<file path="config.mk">
export PLATFORM = sky130hd
export DESIGN_NAME = fixed_point_div
export DESIGN_NICKNAME = d
export VERILOG_FILES = /design/src/rtl/fixed_point_div.sv
export SDC_FILE = /design/constraint.sdc
export NUM_CORES = 1
export LEC_CHECK = 0
export ABC_AREA = 1
export CORE_ASPECT_RATIO = 0.9
export CORE_MARGIN = 2
export CORE_UTILIZATION = 55
export CTS_CLUSTER_SIZE = 20
export DETAILED_ROUTE_END_ITERATION = 12
export PLACE_DENSITY = 0.83
export RECOVER_POWER = 50
export SETUP_SLACK_MARGIN = 0.15
export SLEW_MARGIN = 20
export SYNTH_ARGS = -nofsm -noshare
export SYNTH_HDL_FRONTEND = slang
export SYNTH_SLANG_ARGS = --single-unit
</file>
<file path="constraint.sdc">
create_clock -name CLK -period 2.65 [get_ports CLK]
set_input_delay 0.3975 -clock CLK [delete_from_list [all_inputs] [get_ports CLK]]
set_output_delay 0.3975 -clock CLK [all_outputs]
set_load 0.03 [all_outputs]
</file>
<file path="src/rtl/fixed_point_div.sv">
// rtl/fixed_point_div.sv - iterative signed fixed-point restoring divider, one quotient bit per clock
// Optional: FIXED_POINT_DIV_SATURATE_EN clamps overflowed quotients instead of wrapping.
module fixed_point_div #(
    parameter int WIDTH     = 8,
    parameter int FRAC_BITS = 3
) (
    input  logic             CLK,
    input  logic             RST,
    input  logic [WIDTH-1:0] VALUE_A_IN,
    input  logic [WIDTH-1:0] VALUE_B_IN,
    input  logic             VALID_IN,
    output logic             READY_OUT,
    output logic [WIDTH-1:0] VALUE_OUT,
    output logic             VALID_OUT,
    output logic             OVERFLOW_OUT,
    output logic             DIV_BY_ZERO_OUT
);

    localparam int N  = WIDTH + FRAC_BITS;
    localparam int CW = $clog2(N);

    localparam logic [N-1:0]     POS_MAX = {{(FRAC_BITS + 1){1'b0}}, {(WIDTH - 1){1'b1}}};
    localparam logic [N-1:0]     NEG_MAG = {{(FRAC_BITS + 1){1'b0}}, 1'b1, {(WIDTH - 1){1'b0}}};
    localparam logic [WIDTH-1:0] SAT_POS = {1'b0, {(WIDTH - 1){1'b1}}};
    localparam logic [WIDTH-1:0] SAT_NEG = {1'b1, {(WIDTH - 1){1'b0}}};

    typedef enum logic [1:0] {
        S_IDLE,
        S_CALC,
        S_DONE
    } state_t;

    state_t           state_q;
    logic [N-1:0]     dvd_q;
    logic [WIDTH:0]   rem_q;
    logic [WIDTH-1:0] div_q;
    logic             neg_q;
    logic             a_neg_q;
    logic             zero_q;
    logic [CW-1:0]    cnt_q;

    logic [WIDTH:0]   trial;
    logic [WIDTH+1:0] diff;
    logic             qbit;
    logic [WIDTH:0]   rem_d;
    logic [N-1:0]     dvd_d;
    logic [N-1:0]     signed_q;
    logic             ovf_d;
    logic [WIDTH-1:0] result_d;
    logic [WIDTH-1:0] abs_a;
    logic [WIDTH-1:0] abs_b;

    // The dividend register shifts its MSB into the remainder and collects quotient bits at the LSB.
    always_comb begin
        trial    = {rem_q[WIDTH-1:0], dvd_q[N-1]};
        diff     = {1'b0, trial} - {2'b00, div_q};
        qbit     = ~diff[WIDTH+1];
        rem_d    = qbit ? diff[WIDTH:0] : trial;
        dvd_d    = {dvd_q[N-2:0], qbit};
        signed_q = neg_q ? -dvd_d : dvd_d;
        ovf_d    = 1'b0;
        if (!zero_q) begin
            ovf_d = neg_q ? (dvd_d > NEG_MAG) : (dvd_d > POS_MAX);
        end
        result_d = signed_q[WIDTH-1:0];
        if (zero_q) begin
            result_d = a_neg_q ? SAT_NEG : SAT_POS;
        end else if (ovf_d) begin
`ifdef FIXED_POINT_DIV_SATURATE_EN
            result_d = neg_q ? SAT_NEG : SAT_POS;
`else
            result_d = signed_q[WIDTH-1:0];
`endif
        end
    end

    // Most-negative operand negates to itself, which reads correctly as an unsigned magnitude.
    always_comb begin
        abs_a = VALUE_A_IN[WIDTH-1] ? -VALUE_A_IN : VALUE_A_IN;
        abs_b = VALUE_B_IN[WIDTH-1] ? -VALUE_B_IN : VALUE_B_IN;
    end

    always_ff @(posedge CLK or posedge RST) begin
        if (RST) begin
            state_q         <= S_IDLE;
            dvd_q           <= '0;
            rem_q           <= '0;
            div_q           <= '0;
            neg_q           <= 1'b0;
            a_neg_q         <= 1'b0;
            zero_q          <= 1'b0;
            cnt_q           <= '0;
            READY_OUT       <= 1'b1;
            VALID_OUT       <= 1'b0;
            VALUE_OUT       <= '0;
            OVERFLOW_OUT    <= 1'b0;
            DIV_BY_ZERO_OUT <= 1'b0;
        end else begin
            case (state_q)
                S_IDLE: begin
                    if (VALID_IN) begin
                        dvd_q     <= {abs_a, {FRAC_BITS{1'b0}}};
                        div_q     <= abs_b;
                        neg_q     <= VALUE_A_IN[WIDTH-1] ^ VALUE_B_IN[WIDTH-1];
                        a_neg_q   <= VALUE_A_IN[WIDTH-1];
                        zero_q    <= (VALUE_B_IN == '0);
                        rem_q     <= '0;
                        cnt_q     <= '0;
                        READY_OUT <= 1'b0;
                        state_q   <= S_CALC;
                    end
                end
                S_CALC: begin
                    rem_q <= rem_d;
                    dvd_q <= dvd_d;
                    cnt_q <= cnt_q + CW'(1);
                    // Final step publishes the result on the same edge to keep latency at N.
                    if (cnt_q == CW'(N - 1)) begin
                        VALUE_OUT       <= result_d;
                        OVERFLOW_OUT    <= ovf_d;
                        DIV_BY_ZERO_OUT <= zero_q;
                        VALID_OUT       <= 1'b1;
                        state_q         <= S_DONE;
                    end
                end
                S_DONE: begin
                    VALID_OUT <= 1'b0;
                    READY_OUT <= 1'b1;
                    state_q   <= S_IDLE;
                end
                default: begin
                    state_q   <= S_IDLE;
                    READY_OUT <= 1'b1;
                    VALID_OUT <= 1'b0;
                end
            endcase
        end
    end

endmodule
</file>
==> metrics <==
# setup viols final=0; GR Layer Usage met3=4.23%; buffers and inverters on the worst path=3; CTS max path bufs=2; crit path cell chain=nor2_4, inv_1, nor2_1, inv_2, nor2_1, inv_1, o21ai_0, o21ai_0; cts bufs inserted=5; Slew Limit Fails=0; total stage count of the critical path=8; drt via density=5.38; Max VDD drop=530 µV; Worst Hold Path Cells=2; Post-CTS Resized=0; FF-to-FF path depth=8; count leader, synth=nand2_1; final wirelength=6.22 mm; post-CTS setup buffer count=0; TritonRoute pass-1 iters=6; drt wl/cell=between 10 and 15 µm; leading area contributor after synthesis=dfrtp_1; Final TNS setup=0 ns; fill count=423; largest net degree at the start of global routing=25; DRT antenna net count=0; final HPWL from detailed placement=roughly 4.7 mm; Worst setup EP type=flip-flop; Max Cap Viol=0; Ant. Diodes=0; synth warn=0; CTS Sinks=48; Max Freq=442 MHz; Critical Path RT=2.82 ns; Setup Skew=0.00822 ns; Total Routing Usage GR=24.2%; Leak=approximately 1.6 nW; worst-margin pin slew=0.895 ns; 1st-iter DRT viols=251; GR Overflow Total=0; crit share post-route=85.3%; critical path's top delay family=simple AND/OR/NAND/NOR gates; Tmin final=2.26 ns; Top Usage Layer GRT=met2; met2 Usage GRT=36.2%; Die Ht=72.2 µm; critical path's slowest cell=nor2_1; Finished Core Util=67.0%; sequential area share after synthesis=42.3%; Max stage delay on crit path=~0.63 ns; top cells by count, synth=79 x nand2_1, 50 x inv_1, 47 x dfrtp_1, 41 x o21ai_0, 24 x nor2_1; status=completed; initial antenna violation count=0; unrepaired setup endpoints after global routing=no; Post-Synthesis Net Count=391; # DRC=0; Clk Latency, worst-skew pair=0.31 ns; Root Buffer=clkbuf_8; via count=2,471; row count=24; core outline area=0.00492 mm²; ratio of cells with drive above 1 in the final layout=6.09%; post-synth top area share=41.4%; Die W=79.8 µm; critical path class=reg2reg; Worst Hold Class=reg2reg; initial core utilization=57.7%; met1 usage=35.4%; CTS Hold Buffers Added=0; crit path launch type=flip-flop; # IOs=31; Post-synth ARST share=100%; final hold violation count=0; post-layout power=4.20 mW; relative slew slack=40.3%; # H-tree levels=2; syn_area_per_cell=7.96 µm²; Nets=427; first-pass GRT wire length=between 10 and 15 mm; DIE AREA=0.00576 mm²; CTS tree=done; WP data arrival=2.43 ns; Synth area leaders=dfrtp_1 41%, nand2_1 10%, o21ai_0 7.2%; ys flop type=dfrtp_1; area added between synthesis and finish=16.2%; number of port buffers=30; number of synthesized flops with an enable pin=0; vias in the first global route=2,326; GPL Wtd Cong=0.847; Synth cell types=41; Post-Synthesis Cells=357; Pwr Density=between 1000 and 1500 mW/mm²; Seq cells post-synth=48; Post-Syn Area=0.00284 mm²; Clock Pin Slew Worst Setup and Hold Paths=0.08 ns; Worst Path Max Fanout=17
## path summary, 6_finish.rpt
| check | startpoint | slack [ns] | end |
|---|---|---|---|
| setup / recovery | state_q[1] | 0.39 | VALUE_OUT[2] |
| hold / removal | div_q[3] | 0.49 | div_q[3] |
| setup reg to reg | state_q[1] | 0.39 | VALUE_OUT[2] |
| hold reg to reg | div_q[3] | 0.49 | div_q[3] |
| max in group asynchronous | RST | 0.75 | dvd_q[10] |
| min in group asynchronous | RST | 0.71 | VALUE_OUT[6] |
## state kept, by name, indices dropped and copies added, names as in the netlist, 2 cells and up
name	flops
rem_q	8
state_q	2
VALUE_OUT	8
cnt_q	4
div_q	8
dvd_q	11
## metal layers
layer  vias up  share of wire (%)
li1       1241                  -
met1      1138                 47
met2        84                 45
met3         8                5.9
met4         0                1.4
met5         -                  0
## power by group
| group | internal [mW] | switching (mW) |
|---|---|---|
| clock network | 0.209 | 0.244 |
| logic | 0.941 | 1.42 |
| registers | 1.10 | 0.286 |
## final cells by class
type	count	area, µm²	area share, %
Clock buffer	6	82.6	2.50
Clock inverter	2	10.0	0.303
Inverter	54	203	6.14
Multi-Input combinational cell	247	1380	41.9
Sequential cell	48	1200	36.4
Tap cell	65	81.3	2.46
Timing Repair Buffer	37	338	10.2
## kinds of logic (layout without fill, tap and decap cells)
group                      Yosys count  after routing  share of synthesized area [%]
and+or+nand+nor                    139            139                           22.0
AOI/OAI and AO/OA                   80             80                           15.9
buffers and inverters               62             99                           8.85
DFF                                 48             48                           42.3
adders and majority gates           15             15                           6.87
xor gates and xnor gates            12             12                           3.70
muxes                                1              1                          0.352
## through the flow
step                setup slack, ns  area, µm²  cells  hold slack [ns]
finish                        0.389       3300    459            0.490
global route                  0.108       3300    459            0.518
CTS                           0.293       3320    459            0.442
detailed placement            0.294       3230    451            0.470
global placement              0.411       3230    451            0.460
floorplan                     0.504       2840    357            0.445
## placed cells by master (no fill, tap or decap), types with 2 or more instances in the layout
cell	Yosys	routed
nor3_1	7	6
a22oi_1	5	5
buf_4	1	3
a31oi_1	3	3
inv_2	4	4
o21ai_0	41	41
nand3_1	14	14
clkdlybuf4s50_1	0	29
nand2_1	79	79
xnor2_1	2	2
or2_1	2	2
o21bai_1	2	2
nor2_4	2	2
clkbuf_1	4	4
a21oi_1	15	15
dfrtp_1	47	47
inv_1	50	50
clkbuf_8	0	6
nand4_1	3	3
ha_1	14	14
clkinv_2	0	2
o41ai_1	2	2
nor2_1	24	25
o22ai_1	6	6
xor2_1	10	10
## worst register-to-register path: stages (launching register included)
cell	delay, ns
dfrtp_1	0.44
nor2_4	0.13
inv_1	0.26
nor2_1	0.63
inv_2	0.16
nor2_1	0.17
inv_1	0.13
o21ai_0	0.10
o21ai_0	0.13
Note: power is estimated with default switching activity, not from simulation.
==> edit 1: new RTL, same settings <==
The option `FIXED_POINT_DIV_SATURATE_EN` is turned on by a define.
--- a/src/rtl/fixed_point_div.sv
+++ b/src/rtl/fixed_point_div.sv
@@ -2,2 +2,4 @@
 // Optional: FIXED_POINT_DIV_SATURATE_EN clamps overflowed quotients instead of wrapping.
+`define FIXED_POINT_DIV_SATURATE_EN
+
 module fixed_point_div #(
Formal check against the unedited RTL: same outputs for any inputs over 10 cycles, from zero or initial values and one cycle with RST high; that may be too few to reach the edited logic, so the function may still have changed.
==> edit 1 against the original RTL <==
Critical path depth rose by 10. Total power rose by 16%. Count of clock-buffer cells in the layout fell by 1. Highest routed layer unchanged. Synthesized cell count rose by 3.6%. Combinational power rose by 28%. Wire length rose by 12%. Sequential cell count did not move. Area after synthesis rose by 3.0%. Fmax fell by 8.6%. Worst hold slack got worse by 0.0068 ns. Global-route usage fell by 0.42 points. Worst setup slack got worse by 0.21 ns. Via count rose by 8.2%. Final area rose by 9.9%.
==> edit 1: results (changes against the original RTL) <==
The largest fanout on the critical path was 6 (-11); the worst setup slack for register-to-register paths was 0.18 ns (-0.21 ns). The first-pass GRT wire length was 10.8 mm (+0.32%). After synthesis, the most frequently instantiated cells are sky130_fd_sc_hd__nand2_1, sky130_fd_sc_hd__inv_1, sky130_fd_sc_hd__dfrtp_1. The average cell area after synthesis was 7.91 sq um (-0.67%); the number of detailed-route iterations in the first pass was 4 (-2). The worst reg2reg path depth is 18 (+10). The cell leakage power was 1.69 nW (+7.3%). The run finished with clean final reports. The met1 global-route usage came out at 30.9% (-4.5 points).

The total nets after synthesis is 404 (+3.3%). The internal power summed over all cells was 2.58 mW (+15%). The run gives 466 (+3.3%) as the number of cells after detailed placement. Sorting the synthesized cells by area gives the leading types as sky130_fd_sc_hd__dfrtp_1, sky130_fd_sc_hd__nand2_1, sky130_fd_sc_hd__inv_1, sky130_fd_sc_hd__ha_1, sky130_fd_sc_hd__o21ai_0. Following the worst setup path forward leads to its endpoint at VALUE_OUT[6]. For the detailed-placement wirelength estimate, the log shows 4.95 mm (+5.3%).

The total routed wirelength was 6.96 mm (+12%); the routed length on met2 was 3.45 mm (+23%). The highest-delay cell along the critical path is sky130_fd_sc_hd__dfrtp_1. The final period demand of the worst path came out at 2.47 ns (+0.214 ns). The number of distinct standard cells referenced by the synthesized netlist was 40 (-2.4%). The minimum setup slack after placement came out at 0.150 ns (-0.143 ns).

The share of cells above drive strength 1 was 16.8% (+11 points); the routed length on met3 was 328 um (-11%). The final weighted congestion in routability-driven placement came out at 0.935 (+10%). The pin count of the biggest net entering global routing is 24 (-4.0%), and the data arrival time at the worst-slack endpoint is 2.72 ns (+0.29 ns). The final setup skew is 0.0107 ns (+0.00247 ns). For the number of nets in the layout, the log shows 449 (+5.2%). The tools report the origin of the worst setup path as div_q[4].

For the largest vdd supply drop, the log shows 0.000573 V (+8.1%). The actual slew at the worst max-slew pin was 0.883 ns (-0.0122 ns). The clock power share was 9.3% (-1.5 points); the global-route met3 utilization was 5.20% (+0.97 points). The logs give 4.88 mW (+16%) for the overall power after layout and 3.06 mm (+3.6%) for the met1 layer wirelength in the final routing.
[edit 1: cell types whose count changed after synthesis, moves of 3 or more]
cell / before / now
sky130_fd_sc_hd__buf_2: 0 / 3
sky130_fd_sc_hd__inv_1: 50 / 54
sky130_fd_sc_hd__inv_2: 4 / 1
sky130_fd_sc_hd__nand2_1: 79 / 82
sky130_fd_sc_hd__nand2_2: 0 / 3
sky130_fd_sc_hd__nand3_1: 14 / 21
sky130_fd_sc_hd__nor2_2: 1 / 4
sky130_fd_sc_hd__o21ai_0: 41 / 28
sky130_fd_sc_hd__xor2_1: 10 / 13
[edit 1: worst min path at each step]
stage,start,to,slack (ns),cells after the start
2_1_floorplan,zero_q,OVERFLOW_OUT,0.43,1
3_3_place_gp,VALUE_OUT[4],VALUE_OUT[4],0.47,2
3_5_place_dp,VALUE_OUT[7],VALUE_OUT[7],0.46,2
4_1_cts,RST,dvd_q[9],0.44,2
5_1_grt,VALUE_OUT[4],VALUE_OUT[4],0.50,2
6_report,VALUE_OUT[7],VALUE_OUT[7],0.48,2
[edit 1: repair_timing]
item | CTS | global route
gates cloned | 0 | 0
pin swaps | 2 | 17
buffers inserted | 1 | 8
setup endpoints to repair | 7 | 9
resized for setup | 5 | 27
[edit 1: cells by family after synthesis]
group                    count (synthesis)  synth area share, %
AND/OR/NAND/NOR                        158                 24.8
XOR/XNOR                                17                 5.09
adder cells (fa/ha/maj)                 15                 6.67
flip-flops                              48                 41.1
AO/OA/AOI/OAI                           67                 13.6
multiplexers                             1                0.342
buffers and inverters                   64                 8.34
[edit 1: area by class of cell]
cell class / instances / area (sq um)
fill: 431 / 1570
sequential: 48 / 1200
clock inverter: 3 / 21.3
timing repair buffer: 47 / 413
multi-input combinational: 258 / 1630
tap: 67 / 83.8
inverter: 55 / 206
clock buffer: 5 / 68.8
==> edit 2: new RTL, same flow settings <==
Without the edit above. Put one more register stage on the output `OVERFLOW_OUT`, cleared by the reset. The value now appears one clock later. The other outputs are not delayed to match.
--- a/src/rtl/fixed_point_div.sv
+++ b/src/rtl/fixed_point_div.sv
@@ -31,2 +31,4 @@
     } state_t;
+
+    logic OVERFLOW_OUT_s0;
 
@@ -95,3 +97,3 @@
             VALUE_OUT       <= '0;
-            OVERFLOW_OUT    <= 1'b0;
+            OVERFLOW_OUT_s0 <= 1'b0;
             DIV_BY_ZERO_OUT <= 1'b0;
@@ -119,3 +121,3 @@
                         VALUE_OUT       <= result_d;
-                        OVERFLOW_OUT    <= ovf_d;
+                        OVERFLOW_OUT_s0 <= ovf_d;
                         DIV_BY_ZERO_OUT <= zero_q;
@@ -139,2 +141,10 @@
 
+    always_ff @(posedge CLK or posedge RST) begin
+        if (RST) begin
+            OVERFLOW_OUT <= '0;
+        end else begin
+            OVERFLOW_OUT <= OVERFLOW_OUT_s0;
+        end
+    end
+
 endmodule
Behaviour: same outputs for any inputs over 10 cycles, from zero or initial values and one cycle with RST high; that may be too few to reach the edited logic, so the function may still have changed.
==> edit 2 against the original RTL <==
Worst setup slack worse by 0.0054 ns. Wire length up 6.2%. Final area up 1.3%. Area after synthesis up 0.88%. Sequential cell count up 1. Non-clock buffer count down 3. Final cell count down 0.44%. Total power up 4.1%. Count of clock-buffer cells in the layout down 1. Sequential share of layout area up 0.29 points. Critical path depth up 5. Highest routed layer unchanged.
==> edit 2: results (changes against the original RTL) <==
After synthesis, the most frequently instantiated cells are sky130_fd_sc_hd__nand2_1, sky130_fd_sc_hd__inv_1, sky130_fd_sc_hd__dfrtp_1. Tracing the worst setup path back leads to its startpoint at rem_q[1]. Actual slew at the worst max-slew pin: 0.993 ns (+0.0979 ns).

The count of filler cells inserted in the layout was 408 (-3.5%); the number of non-clock buffers was 34 (-8.1%). Startpoint of the lowest-slack hold path: OVERFLOW_OUT_s0. The data arrival time at the worst-slack endpoint came out at 2.53 ns (+0.10 ns). The fraction of the mapped netlist area in compound gates is 15.8% (-0.14 points). The number of cells after detailed placement was 449 (-0.44%).

Worst hold path cell count: 0 (-2). The number of nets in the layout was 425 (-0.47%); the number of design-rule violations left by the first detailed-router iteration was 243 (-3.2%). The total area of multi-input combinational cells was 1390 sq um (+0.63%). The tools report the overall power after layout as 4.37 mW (+4.1%). Average cell area after synthesis: 8.01 sq um (+0.60%). The clock-pin slew on the worst setup and hold paths works out to 0.10 ns (+0.02 ns).

The total nets after synthesis was 392 (+0.26%). Share of synthesized area spent on multiplexers: 0.349% (-0.0031 points). The share of total power consumed by net switching came out at 46.6% (+0.13 points).

The total routed wirelength was 6.60 mm (+6.2%). The fraction of synthesized cell area in xor and xnor cells works out to 3.67% (-0.032 points). The sequential share of cell area works out to 36.7% (+0.29 points). The number of clock buffer instances in the layout is 5 (-1).

Final sequential cell count: 49 (+2.1%). The largest stage delay on the critical path was 0.40 ns (-0.23 ns); the minimum setup slack after placement was 0.267 ns (-0.0269 ns). The tools report the pin count of the biggest net entering global routing as 27 (+8.0%). The worst reg2reg path depth is 13 (+5). The hold slack is 0.394 ns (-0.0961 ns).

By area the synthesized netlist is led by sky130_fd_sc_hd__dfrtp_1, sky130_fd_sc_hd__nand2_1, sky130_fd_sc_hd__o21ai_0, sky130_fd_sc_hd__inv_1, sky130_fd_sc_hd__ha_1. The run gives 25.1% (+0.92 points) as the total routing resource utilization after global routing. The non-clock buffering overhead in the final layout works out to 9.69% (-0.54 points).

The largest fanout on the critical path is 8 (-9). The portion of synthesized cell area occupied by the leading cell type is 41.9% (+0.51 points), and the cell leakage power is 1.60 nW (+1.1%). The number of detailed-route iterations in the first pass is 5 (-1), and the total cell area at the placement stage is 3240 sq um (+0.47%). The post-synthesis share of cell area spent on full adders, half adders and majority gates was 6.81% (-0.060 points). The capture point of the worst reg-to-reg path is OVERFLOW_OUT_s0. The flow ran to the end, and the final reports show no timing, DRC or antenna violations. The count of placed standard cells in the final layout, fillers left out was 457 (-0.44%); the largest vdd supply drop was 0.000854 V (+61%). The capture endpoint of the worst hold path was OVERFLOW_OUT. The tools report the first-pass GRT wire length as 11.2 mm (+3.9%). The fraction of the yosys area taken by sequential cells came out at 42.8% (+0.50 points). The via count of the first global-routing pass came out at 2436 (+4.7%). The run gives 2 (unchanged) as the count of H-tree levels built during CTS. On the critical path, the stage with the largest delay is an instance of sky130_fd_sc_hd__dfrtp_1. The clock network area share is 3.44% (+0.64 points).
edit 2: cell types whose count changed after synthesis:
cell,delta
sky130_fd_sc_hd__dfrtp_1,+1
edit 2: worst max path at each step:
stage / to / slack [ns] / depth (start not counted)
2_1_floorplan: VALUE_OUT[6] / 0.50 / 16
3_3_place_gp: VALUE_OUT[6] / 0.41 / 15
3_5_place_dp: VALUE_OUT[6] / 0.27 / 15
4_1_cts: VALUE_OUT[6] / 0.26 / 15
5_1_grt: VALUE_OUT[6] / 0.20 / 15
6_report: OVERFLOW_OUT_s0 / 0.38 / 13
edit 2: routing by layer:
metal	track usage [%]	vias to the layer above	wire (um)	share of wire, %
li1	-	1235	-	-
met5	0	-	0	0
met1	34.5	1174	2970	45
met2	39.7	94	3090	47
met3	5.72	13	447	6.8
met4	8.47	0	99	1.5
